File: src/rtl/bin_to_gray_counter.sv
// Up/down binary counter with a registered Gray-code copy of the same count.
// Supports synchronous load, wrap or saturate at the range ends, and wrap/step pulses.
module bin_to_gray_counter #(
    parameter int WIDTH   = 4,
    parameter bit WRAP_EN = 1'b1
) (
    input  logic             clk,
    input  logic             rst,
    input  logic             en,
    input  logic             up,
    input  logic             load,
    input  logic [WIDTH-1:0] load_bin,
    output logic [WIDTH-1:0] bin_out,
    output logic [WIDTH-1:0] gray_out,
    output logic             wrap,
    output logic             step
);

    localparam logic [WIDTH-1:0] MAX_VAL = {WIDTH{1'b1}};
    localparam logic [WIDTH-1:0] ZERO    = {WIDTH{1'b0}};
    localparam logic [WIDTH-1:0] ONE     = {{(WIDTH-1){1'b0}}, 1'b1};

    logic [WIDTH-1:0] next_bin;
    logic             next_wrap;
    logic             next_step;
    logic             at_end;

    // Gray is encoded from the next value so both outputs update on the same edge.
    always_comb begin
        next_bin  = bin_out;
        next_wrap = 1'b0;
        next_step = 1'b0;
        at_end    = up ? (bin_out == MAX_VAL) : (bin_out == ZERO);

        if (load) begin
            next_bin = load_bin;
        end else if (en) begin
            if (!at_end) begin
                next_bin  = up ? (bin_out + ONE) : (bin_out - ONE);
                next_step = 1'b1;
            end else if (WRAP_EN) begin
                next_bin  = up ? ZERO : MAX_VAL;
                next_step = 1'b1;
                next_wrap = 1'b1;
            end
        end
    end

    always_ff @(posedge clk) begin
        if (rst) begin
            bin_out  <= ZERO;
            gray_out <= ZERO;
            wrap     <= 1'b0;
            step     <= 1'b0;
        end else begin
            bin_out  <= next_bin;
            gray_out <= next_bin ^ (next_bin >> 1);
            wrap     <= next_wrap;
            step     <= next_step;
        end
    end

endmodule

File: config.mk
export PLATFORM = sky130hd
export DESIGN_NAME = bin_to_gray_counter
export DESIGN_NICKNAME = d
export VERILOG_FILES = /design/src/rtl/bin_to_gray_counter.sv
export SDC_FILE = /design/constraint.sdc
export NUM_CORES = 1
export LEC_CHECK = 0
export BUFFER_PORTS_ARGS = -buffer_cell sky130_fd_sc_hd__buf_2
export CAP_MARGIN = 20
export CORE_MARGIN = 4
export CORE_UTILIZATION = 30
export CTS_CLUSTER_SIZE = 28
export DETAILED_ROUTE_END_ITERATION = 10
export PLACE_DENSITY = 0.63
export SYNTH_ARGS = -nofsm -noshare
export SYNTH_HDL_FRONTEND = slang
export SYNTH_SLANG_ARGS = --single-unit
File: constraint.sdc
create_clock -name clk -period 4.7 [get_ports clk]
set_input_delay 0.47 -clock clk [delete_from_list [all_inputs] [get_ports clk]]
set_output_delay 0.47 -clock clk [all_outputs]
set_load 0.03 [all_outputs]
==> Word level (Yosys, flattened, before mapping) <==
Index checks and enable logic that the tools add are counted.
{ "classes": {"n_addsub": 2, "n_eq_ne": 1, "muxes": 8, "bitwise": 2, "n_reduce_logical": 3} }
{ "ops": {"columns": ["operator", "count"], "rows": [
  ["4-bit two-way mux", 5],
  ["4-bit by 1-bit adder with 4-bit output, second input constant", 1],
  ["4-bit == test, second input constant", 1],
  ["4-bit logical NOT", 1],
  ["4-bit by 1-bit subtractor with 4-bit output, second input constant", 1],
  ["4-bit by 3-bit XOR with 4-bit output", 1],
  ["1-bit two-way mux", 3],
  ["3-bit OR reduction", 1],
  ["2-bit OR reduction", 1],
  ["1-bit inverter", 1]
]} }
{ "totals": {"ff_bits": 10, "input_bits": 9, "elab_cells": 20} }

==> Depth between registers and ports, before layout <==
Gate-level depths: netlist of run 1.
{ "logic_depth": {"word_depth": 6, "ltp_mapped": 7, "ltp_nobuf": 7} }

==> Worst setup path after synthesis of run 1 <==
No wires, ideal clock.
{ "synth_timing": {"path_kind": "register to register", "from": "reg bin_out[0]", "to": "reg gray_out[2]", "arrival_time_ns": 2.026, "t_required_ns": 4.579, "path_slack_ns": 2.553, "path_stages_with_launch": 8, "path_buffers": 0, "cell_sequence": "dfxtp_1 -> inv_1 -> fa_1 -> xor2_1 -> o21ai_1 -> a221o_2 -> nor2b_4 -> mux2_4"} }
{ "synth_between": {"elab_chain_len": 6, "word_cells_on_any_way": 10} }
{ "synth_lines": {"columns": ["item", "line", "text"], "rows": [
  ["from (decl)", "13", "output logic [WIDTH-1:0] bin_out,"],
  ["from (signal assigned)", "56", "bin_out <= next_bin;"],
  ["4-bit by 1-bit subtractor with 4-bit output, or another cell as far along", "39", "next_bin = up ? (bin_out + ONE) : (bin_out - ONE);"],
  ["4-bit two-way mux or 1-bit two-way mux (tied branches)", "39, 33", null],
  ["4-bit two-way mux *", "38", "if (!at_end) begin"],
  ["4-bit two-way mux *", "37", "end else if (en) begin"],
  ["4-bit two-way mux *", "35", "if (load) begin"],
  ["4-bit by 3-bit XOR with 4-bit output *", "57", "gray_out <= next_bin ^ (next_bin >> 1);"],
  ["to (signal assigned)", "57", null],
  ["to (decl)", "14", "output logic [WIDTH-1:0] gray_out,"]
]} }
Mark *: on every way between the ends. The rest lies on a longest branch, timed or not.
A chain may end at the register's enable or synchronous reset.

==> Final worst setup path of run 1 <==
Same ends and word-level chain as after synthesis.

==> summary.md, run 1 <==
| Metric | Value |
|---|---|
| Reg-to-Reg End | gray_out[2] |
| Postcts setup bufs | 0 |
| Post_cts resized | 0 |
| Clk buf depth | 2 |
| Via density per instance | 4.91 |
| Worst ir drop on vdd | 0.109 mV |
| Clock slew at reported path FFs | 0.06 ns |
| Final slew viol count | 0 |
| Initial antenna violation count | 0 |
| Dominant synthesized flop cell | dfxtp_1 |
| Crit path cell chain | inv_1 > fa_1 > xor2_1 > o21ai_1 > a221o_2 > nor2b_4 > mux2_4 |
| Layout cell share with drive strength beyond 1 | 0.338 |
| CP required | 4.84 ns |
| Max Freq | 0.489 GHz |
| Syn_area_per_cell | 8.84 µm² |
| Core footprint | 1580 µm² |
| # diodes | 0 |
| Crit. End Element | register |
| Leading area contributor after synthesis | dfxtp_1 |
| Fin crit share | 0.435 |
| First-pass GRT wire length | 1930 µm |
| Crit-path slowest cell | dfxtp_1 |
| I/O pins | 19 |
| Via count | 457 |
| CTS root buf | clkbuf_4 |
| Starting Density | 0.331 |
| R2R Setup Slk | 2.66 ns |
| Grt total ovfl | 0 |
| Min Hold Slack | 0.479 ns |
| Vias in the first global route | 476 |
| Unique masters post-synth | 28 |
| Slew at the pin closest to its max-slew limit | 0.369 ns |
| Post-route DRC | 0 |
| Final setup violation count | 0 |
| Worst-skew pair later-pin latency | 0.25 ns |
| Height of the die | 49.7 µm |
| Synth warn | 0 |
| Clock Skew | 0.00146 ns |
| Worst r2r src | bin_out[0] |
| Post-synthesis register bit count | 9 |
| Cell Area, Synth | 522 µm² |
| Routed Antenna Nets | 0 |
| Synth Instances | 59 |
| CTS hold repair buffers | 0 |
| Pwr dens | 340 nW/µm² |
| Hold Path Depth | 3 |
| Worst EP arrival | 2.19 ns |
| Setup TNS Final | 0 ns |
| Fin cells | 93 |
| Drt wl/cell | 11.6 µm |
| Area Overhead vs Synth | 21.6% |
| Reg2Reg Depth | 7 |
| Pleak | 0.304 nW |
| Ranking of synthesized cells by area | dfxtp_1, nor2_1, xnor2_1 |
| CTS Buf Count | 3 |
| RD Place Congestion | 0.762 |
| Hold_sp | load_bin[0] |
| Routed Wire Length | 1080 µm |
| WS Path Type | register to register |
| RSZ-0062 raised after global routing | no |
| Delay-heaviest family, CP | compound AO/OA/AOI/OAI gates |
| Slew margin rel. | 0.754 |
| Synth top area share | 0.345 |
| Status | complete, no violations |
| Seq/Total Area, Yosys | 0.345 |
| CTS tree | done |
| Worst-path maximum fanout | 6 |
| IO Port Bufs | 18 |
| DP Cell Count | 89 |
| Max-cap violations | 0 |
| Worst hold path type | input pin to register |
| Final count of hold timing violations | 0 |
| Largest net degree at the start of global routing | 10 |
| Synth Net Count | 71 |
| Startpoint Class | register |
| EDFF count, synth | 0 |
| Nets | 90 |
| Final min period | 2.04 ns |
| FP Rows | 14 |
| Clock Sinks | 9 |
| Die width | 49.7 µm |
| DP HPWL | 861 µm |
| Drt first pass iters | 4 |
| Worst path max stage delay | 0.43 ns |
| CTS H-tree lvls | 1 |
| Initial DRC count | 5 |
| Asr flop ratio synth | 0 |
| CP bufs+invs | 1 |
| Die area | 2470 µm² |
| Total GRT Usage | 0.101 |
| Hold EP | bin_out[0] |
## synthesized netlist by cell type (2+ instances only)
library cell  count
dfxtp_1           9
nor2_1            9
inv_1             3
nand2_1           3
o21ai_0           3
xnor2_1           3
xor2_1            3
a21oi_1           2
buf_4             2
ha_1              2
nand3_1           2
o21ai_1           2
## cell families (layout without fill, tap and decap cells)
logic type | after synthesis | in the layout | synth area share
and+or+nand+nor | 21 | 21 | 0.213
AOI/OAI and AO/OA | 12 | 12 | 0.158
DFF | 9 | 9 | 0.345
buffers and inverters | 7 | 25 | 0.0671
xor gates and xnor gates | 6 | 6 | 0.101
adders and majority gates | 3 | 3 | 0.0863
muxes | 1 | 1 | 0.0288
## how the worst max path moves through the flow
stage	start	to	slack, ns	depth (start not counted)
floorplan	bin_out[0]	gray_out[2]	2.55	7
global placement	up	gray_out[2]	2.54	7
detailed placement	up	gray_out[2]	2.50	7
CTS	bin_out[0]	gray_out[2]	2.64	7
global route	bin_out[0]	gray_out[2]	2.55	7
finish	bin_out[0]	gray_out[2]	2.66	7
## layout make-up
cell class                 instances  area [µm²]
fill                             173         942
multi-input combinational         43         307
sequential                         9         180
timing repair buffer              18        90.1
clock buffer                       4        26.3
tap                               16        20.0
inverter                           3        11.3
## placed cells by master, fill, tap and decap left out, types with 2 or more instances in the layout
| master | instances |
|---|---|
| xnor2_1 | 3 |
| clkbuf_4 | 3 |
| xor2_1 | 3 |
| a21oi_1 | 2 |
| o21ai_0 | 3 |
| buf_2 | 18 |
| inv_1 | 3 |
| o21ai_1 | 2 |
| nand2_1 | 3 |
| ha_1 | 2 |
| nand3_1 | 2 |
| nor2_1 | 9 |
| dfxtp_1 | 9 |
## flip-flops by register name, indices dropped and copies added (netlist names)
register / flops
step: 1
wrap: 1
gray_out: 3
bin_out: 4
## metal layers
layer | up-vias | track usage | part of all wire
met1 | 205 | 0.114 | 0.45
met4 | 0 | 0.0553 | 0.011
met2 | 14 | 0.159 | 0.49
met5 | - | 0 | 0
met3 | 2 | 0.0422 | 0.051
li1 | 236 | - | -
## per-stage QoR
step | area, µm² | util | total power [mW] | setup slack, ns
6_report | 634 | 0.402 | 0.216 | 2.66
2_1_floorplan | 522 | - | 0.144 | 2.55
3_3_place_gp | 608 | 0.386 | 0.159 | 2.54
3_5_place_dp | 608 | 0.386 | 0.160 | 2.50
5_1_grt | 634 | 0.402 | 0.232 | 2.55
4_1_cts | 634 | 0.402 | 0.220 | 2.64
## power breakdown
group	internal (mW)	switching, mW
Combinational	0.0278	0.0411
Clock	0.0326	0.0257
Sequential	0.0835	0.00524
## worst reg2reg max path, stage by stage (launching register included)
cell     delay, ns
dfxtp_1       0.43
inv_1         0.09
fa_1          0.41
xor2_1        0.15
o21ai_1       0.08
a221o_2       0.39
nor2b_4       0.14
mux2_4        0.25
No activity file was read; power rests on OpenSTA's default activity.
==> run 2: changes to the inputs <==
clock period = 1.9 ns   (was 4.7 ns; I/O delays follow)
==> run 2 against run 1 <==
Largest power group unchanged. Critical path type unchanged. Highest routed layer unchanged. Sequential power up 140%. Clock power up 150%. Routed wire length up 2.4%. Total power rose to 2.6 times the previous value. Clock skew up 0.0014 ns. Hold slack worse by 0.28 ns. Setup slack worse by 2.6 ns.
==> summary.md, run 2 (synthesis results as in run 1) <==
| Metric | Value |
|---|---|
| Routed Antenna Nets | 0 (unchanged) |
| Clock share of power | 0.259 (-0.011) |
| CTS hold repair buffers | 0 (unchanged) |
| Routed Wire Length | 1110 µm (+2.4%) |
| # diodes | 0 (unchanged) |
| CTS root buf | clkbuf_4 |
| Total GRT Usage | 0.101 (+0.000438) |
| Min Hold Slack | 0.196 ns (-0.283 ns) |
| Worst-skew pair later-pin latency | 0.26 ns (about the same) |
| Final setup violation count | 0 (unchanged) |
| Switching power | 0.185 mW (+160%) |
| CTS tree | done |
| Grt total ovfl | 0 (unchanged) |
| Largest register FFs | 4 (unchanged) |
| Slew at the pin closest to its max-slew limit | 0.358 ns (-0.0112 ns) |
| Final Worst Setup Slack | 0.0636 ns (-2.59 ns) |
| Initial antenna violation count | 0 (unchanged) |
| Fin crit share | 0.967 (+0.532) |
| Clk buf depth | 2 (unchanged) |
| Area Overhead vs Synth | 33.1% |
| Final slew viol count | 0 (unchanged) |
| Register area | 189 µm² (+4.9%) |
| Fill count | 170 (-1.7%) |
| Pwr dens | 800 nW/µm² (+140%) |
| Nets | 95 (+5.6%) |
| RSZ-0062 raised after global routing | no |
| Final min period | 1.84 ns (-0.207 ns) |
| FP Rows | 14 (unchanged) |
| Switch share | 0.334 (about the same) |
| Clock slew at reported path FFs | 0.06 ns (about the same) |
| Biggest register | bin_out |
| Clock Skew | 0.00285 ns (+0.00140 ns) |
| Die area | 2470 µm² (unchanged) |
| I/O pins | 19 (unchanged) |
| R2R Setup Slk | 0.06 ns (-2.59 ns) |
| RD Place Congestion | 0.789 (+3.5%) |
| Vias in the first global route | 437 (-8.2%) |
| Max Freq | 0.545 GHz (+11%) |
| CTS Buf Count | 3 (unchanged) |
| Slew margin rel. | 0.762 (+0.00746) |
| Post-route DRC | 0 (unchanged) |
| Worst EP arrival | 1.99 ns (-0.20 ns) |
| Startpoint Class | register |
| Top flop regs | bin_out: 4 flops, gray_out: 3 flops |
| Highest-count cells in the layout ignoring fill and taps | buf_2, nor2_1, dfxtp_1 |
| Drt first pass iters | 2 (-2) |
| Layout cell share with drive strength beyond 1 | 0.463 (+0.126) |
| Setup TNS Final | 0 ns (unchanged) |
| Seq pwr share | 0.391 (-0.020) |
| Initial DRC count | 2 (-3) |
| Core footprint | 1580 µm² (unchanged) |
| IO Port Bufs | 18 (unchanged) |
| Final count of hold timing violations | 0 (unchanged) |
| Pleak | 0.334 nW (+9.8%) |
| Status | complete, no violations |
| Internal power | 0.370 mW (+160%) |
| Multi-input logic area | 320 µm² (+4.5%) |
| Worst ir drop on vdd | 0.522 mV (+380%) |
| DP HPWL | 903 µm (+4.9%) |
| Worst hold path type | input pin to register |
| Worst-path maximum fanout | 5 (-1) |
| Die width | 49.7 µm (unchanged) |
| CTS H-tree lvls | 1 (unchanged) |
| Largest net degree at the start of global routing | 10 (unchanged) |
| Via count | 478 (+4.6%) |
| Commonest non-fill, non-tap cell in the layout | buf_2 |
| WS Path Type | register to register |
| Clock Sinks | 9 (unchanged) |
| CP required | 2.05 ns (-2.79 ns) |
| Drt wl/cell | 11.3 µm (-2.8%) |
| Starting Density | 0.331 (unchanged) |
| Max-cap violations | 0 (unchanged) |
| First-pass GRT wire length | 1860 µm (-3.6%) |
| Height of the die | 49.7 µm (unchanged) |
| Via density per instance | 4.88 (-0.74%) |
| Crit. End Element | register |
| Placement Setup Slack | -0.00558 ns (-2.51 ns) |
| Combinational share of power | 0.350 (+0.031) |
-- run 2: path summary, 6_finish.rpt --
path | endpoint | startpoint | cells after the start
worst max-delay path | gray_out[2] | bin_out[0] | 7
worst min register to register | bin_out[0] | bin_out[0] | 4
worst min-delay path | bin_out[0] | load_bin[0] | 3
worst max register to register | gray_out[2] | bin_out[0] | 7
-- run 2: critical path: stages, from the launching register on --
cell and delay [ns]:
dfxtp_4 0.36, buf_4 0.13, or4_4 0.55, o21ai_2 0.12, a221o_2 0.16, buf_4 0.11, nor2_1 0.03, mux2_4 0.26
-- run 2: what timing repair did --
action / 4_1_cts / 5_1_grt
setup endpoints to repair: 1 / 1
endpoints found under the hold margin: 0 / 0
gates resized for setup: 0 / 3
pin swaps: 1 / 2
setup buffers: 0 / 3
-- run 2: per-layer routing --
layer,part of all wire,global-route usage,vias up
li1,-,-,243
met1,0.42,0.100,216
met5,0,0,-
met2,0.48,0.172,15
met3,0.075,0.0482,4
met4,0.021,0.0553,0
-- run 2: power by group through the flow --
stage	sequential [mW]	clock [mW]	combinational [mW]
floorplan	0.259	0	0.0980
global placement	0.223	0	0.178
detailed placement	0.224	0	0.180
CTS	0.219	0.152	0.180
global route	0.220	0.160	0.211
finish	0.217	0.144	0.195
-- run 2: final cells by class --
class / instances / share of cell area
Sequential cell: 9 / 0.272
Timing Repair Buffer: 23 / 0.184
Tap cell: 16 / 0.0288
Multi-Input combinational cell: 43 / 0.461
Inverter: 3 / 0.0162
Clock buffer: 4 / 0.0378
-- run 2: per-stage QoR --
| stage | area, µm² | utilization | instances | total power, mW |
|---|---|---|---|---|
| 4_1_cts | 661 | 0.419 | 95 | 0.552 |
| 3_3_place_gp | 634 | 0.402 | 91 | 0.401 |
| 3_5_place_dp | 634 | 0.402 | 91 | 0.403 |
| 6_report | 694 | 0.440 | 98 | 0.556 |
| 2_1_floorplan | 533 | - | 59 | 0.357 |
| 5_1_grt | 694 | 0.440 | 98 | 0.591 |
==> run 3: changes to the inputs <==
BUFFER_PORTS_ARGS = default   (was -buffer_cell sky130_fd_sc_hd__buf_2)
DONT_BUFFER_PORTS = 1   (was default)
PLACE_DENSITY = 0.54   (was 0.63)
==> run 3 against run 2 <==
Final area decreased by 13%. Hold slack got worse by 0.095 ns. Via count decreased by 13%. Sequential cell count unchanged. Largest power group unchanged. Critical path depth unchanged. Total power decreased by 5.3%. Global-route usage increased by 0.15 points. Non-clock buffer count decreased by 17. Sequential power increased by 11%. Clock power about the same. Routed wire length increased by 0.27%. Fmax increased by 0.40%.
==> summary.md, run 3 (synthesis results as in run 1) <==
| Metric | Value |
|---|---|
| RD Place Congestion | 0.779 (-1.2%) |
| Height of the die | 49.7 µm (unchanged) |
| Routed Wire Length | 1110 µm (+0.27%) |
| Via count | 417 (-13%) |
| WS Path Type | register to register |
| Largest register FFs | 4 (unchanged) |
| FP Rows | 14 (unchanged) |
| Pwr dens | 869 nW/µm² (+8.5%) |
| Highest-count cells in the layout ignoring fill and taps | nor2_1, dfxtp_1, buf_4 |
| Total GRT Usage | 0.103 (+0.00151) |
| Fill count | 167 (-1.8%) |
| Final Worst Setup Slack | 0.0709 ns (+0.00731 ns) |
| Fin crit share | 0.963 (-0.00385) |
| DP HPWL | 857 µm (-5.1%) |
| Min Hold Slack | 0.101 ns (-0.0945 ns) |
| Post-route DRC | 0 (unchanged) |
| Slew at the pin closest to its max-slew limit | 0.336 ns (-0.0215 ns) |
| CTS tree | done |
| Clock slew at reported path FFs | 0.06 ns (about the same) |
| CP required | 2.05 ns (about the same) |
| CTS root buf | clkbuf_4 |
| Max Freq | 0.547 GHz (+0.40%) |
| Worst ir drop on vdd | 0.499 mV (-4.3%) |
| # diodes | 0 (unchanged) |
| Final count of hold timing violations | 0 (unchanged) |
| Worst r2r src | bin_out[0] |
| Fin cells | 81 (-17%) |
| Startpoint Class | register |
| IO Port Bufs | 0 (-18) |
| Core footprint | 1580 µm² (unchanged) |
| Switch share | 0.329 (-0.00462) |
| Drt wl/cell | 13.7 µm (+21%) |
| Initial DRC count | 0 (-2) |
| Final slew viol count | 0 (unchanged) |
| Initial antenna violation count | 0 (unchanged) |
| Clk buf depth | 2 (unchanged) |
| Via density per instance | 5.15 (+5.5%) |
| Largest net degree at the start of global routing | 10 (unchanged) |
| Routed Antenna Nets | 0 (unchanged) |
| Setup TNS Final | 0 ns (unchanged) |
| Clock Sinks | 9 (unchanged) |
| Pleak | 0.255 nW (-24%) |
| Final Core Density | 0.384 (-0.0563) |
| Vias in the first global route | 391 (-11%) |
| Clock Skew | 0.00356 ns (+0.000709 ns) |
| Die area | 2470 µm² (unchanged) |
| CTS Buf Count | 3 (unchanged) |
| First-pass GRT wire length | 1900 µm (+2.2%) |
| Final min period | 1.83 ns (-0.00731 ns) |
| Starting Density | 0.331 (unchanged) |
| Clock share of power | 0.279 (+0.020) |
| Crit. End Element | register |
| Seq pwr share | 0.457 (+0.066) |
| RSZ-0062 raised after global routing | yes |
| Combinational share of power | 0.265 (-0.085) |
| Commonest non-fill, non-tap cell in the layout | nor2_1 |
| Worst EP arrival | 1.98 ns (about the same) |
| Slew margin rel. | 0.776 (+0.0144) |
| Internal power | 0.353 mW (-4.7%) |
| Placement Setup Slack | 0.0544 ns (+0.0600 ns) |
| Final setup violation count | 0 (unchanged) |
| Hold_sp | en |
| Critical Path Start | bin_out[0] |
| Nets | 78 (-18%) |
| DP Cell Count | 75 (-18%) |
| I/O pins | 19 (unchanged) |
| Worst-path maximum fanout | 4 (-1) |
| Switching power | 0.173 mW (-6.7%) |
| CTS H-tree lvls | 1 (unchanged) |
| Grt total ovfl | 0 (unchanged) |
| Biggest register | bin_out |
| Area Overhead vs Synth | 16.1% |
| Layout cell share with drive strength beyond 1 | 0.277 (-0.186) |
| Max-cap violations | 0 (unchanged) |
| Worst hold path type | input pin to register |
| Drt first pass iters | 1 (-1) |
| Die width | 49.7 µm (unchanged) |
| Worst-skew pair later-pin latency | 0.26 ns (about the same) |
| Status | complete, no violations |
| Top flop regs | bin_out: 4 flops, gray_out: 3 flops |
## run 3: metrics by stage
stage / power [mW] / area (µm²)
floorplan: 0.357 / 533
global placement: 0.373 / 559
detailed placement: 0.375 / 559
CTS: 0.531 / 596
global route: 0.563 / 606
finish: 0.526 / 606
## run 3: what timing repair did
item	4_1_cts	5_1_grt
buffers inserted	0	1
hold buffers	1	0
gates resized for setup	0	2
endpoints found under the hold margin	7	0
setup endpoints to repair	0	1
## run 3: metal layers
layer / global-route usage / part of all wire
met1: 0.119 / 0.44
met2: 0.141 / 0.41
met3: 0.0934 / 0.15
met4: 0.0138 / 0
met5: 0 / 0
## run 3: path summary, 6_finish.rpt
path | to | slack, ns | cells past startpoint
max | gray_out[2] | 0.07 | 7
min | step | 0.10 | 2
max reg2reg | gray_out[2] | 0.07 | 7
min reg2reg | wrap | 0.73 | 3
## run 3: layout make-up
class                   instances  area (µm²)  share of cell area
inverters                       3        13.8              0.0227
flip-flops and latches          9         189               0.312
well taps                      16        20.0              0.0331
clock buffers                   4        26.3              0.0434
repair buffers                  6        47.5              0.0785
multi-input cells              43         309               0.510
## run 3: worst max-delay path, stage by stage (launching register included)
cell and delay (ns):
dfxtp_4 0.37, inv_4 0.03, fa_2 0.35, xor2_1 0.12, o21ai_1 0.07, a221o_2 0.38
nor2b_4 0.13, mux2_4 0.26
## run 3: power by group through the flow
stage / Clock [mW] / Combinational (mW) / Sequential [mW]
finish: 0.147 / 0.139 / 0.240
global route: 0.165 / 0.156 / 0.242
CTS: 0.156 / 0.135 / 0.240
detailed placement: 0 / 0.131 / 0.244
global placement: 0 / 0.128 / 0.245
floorplan: 0 / 0.0980 / 0.259
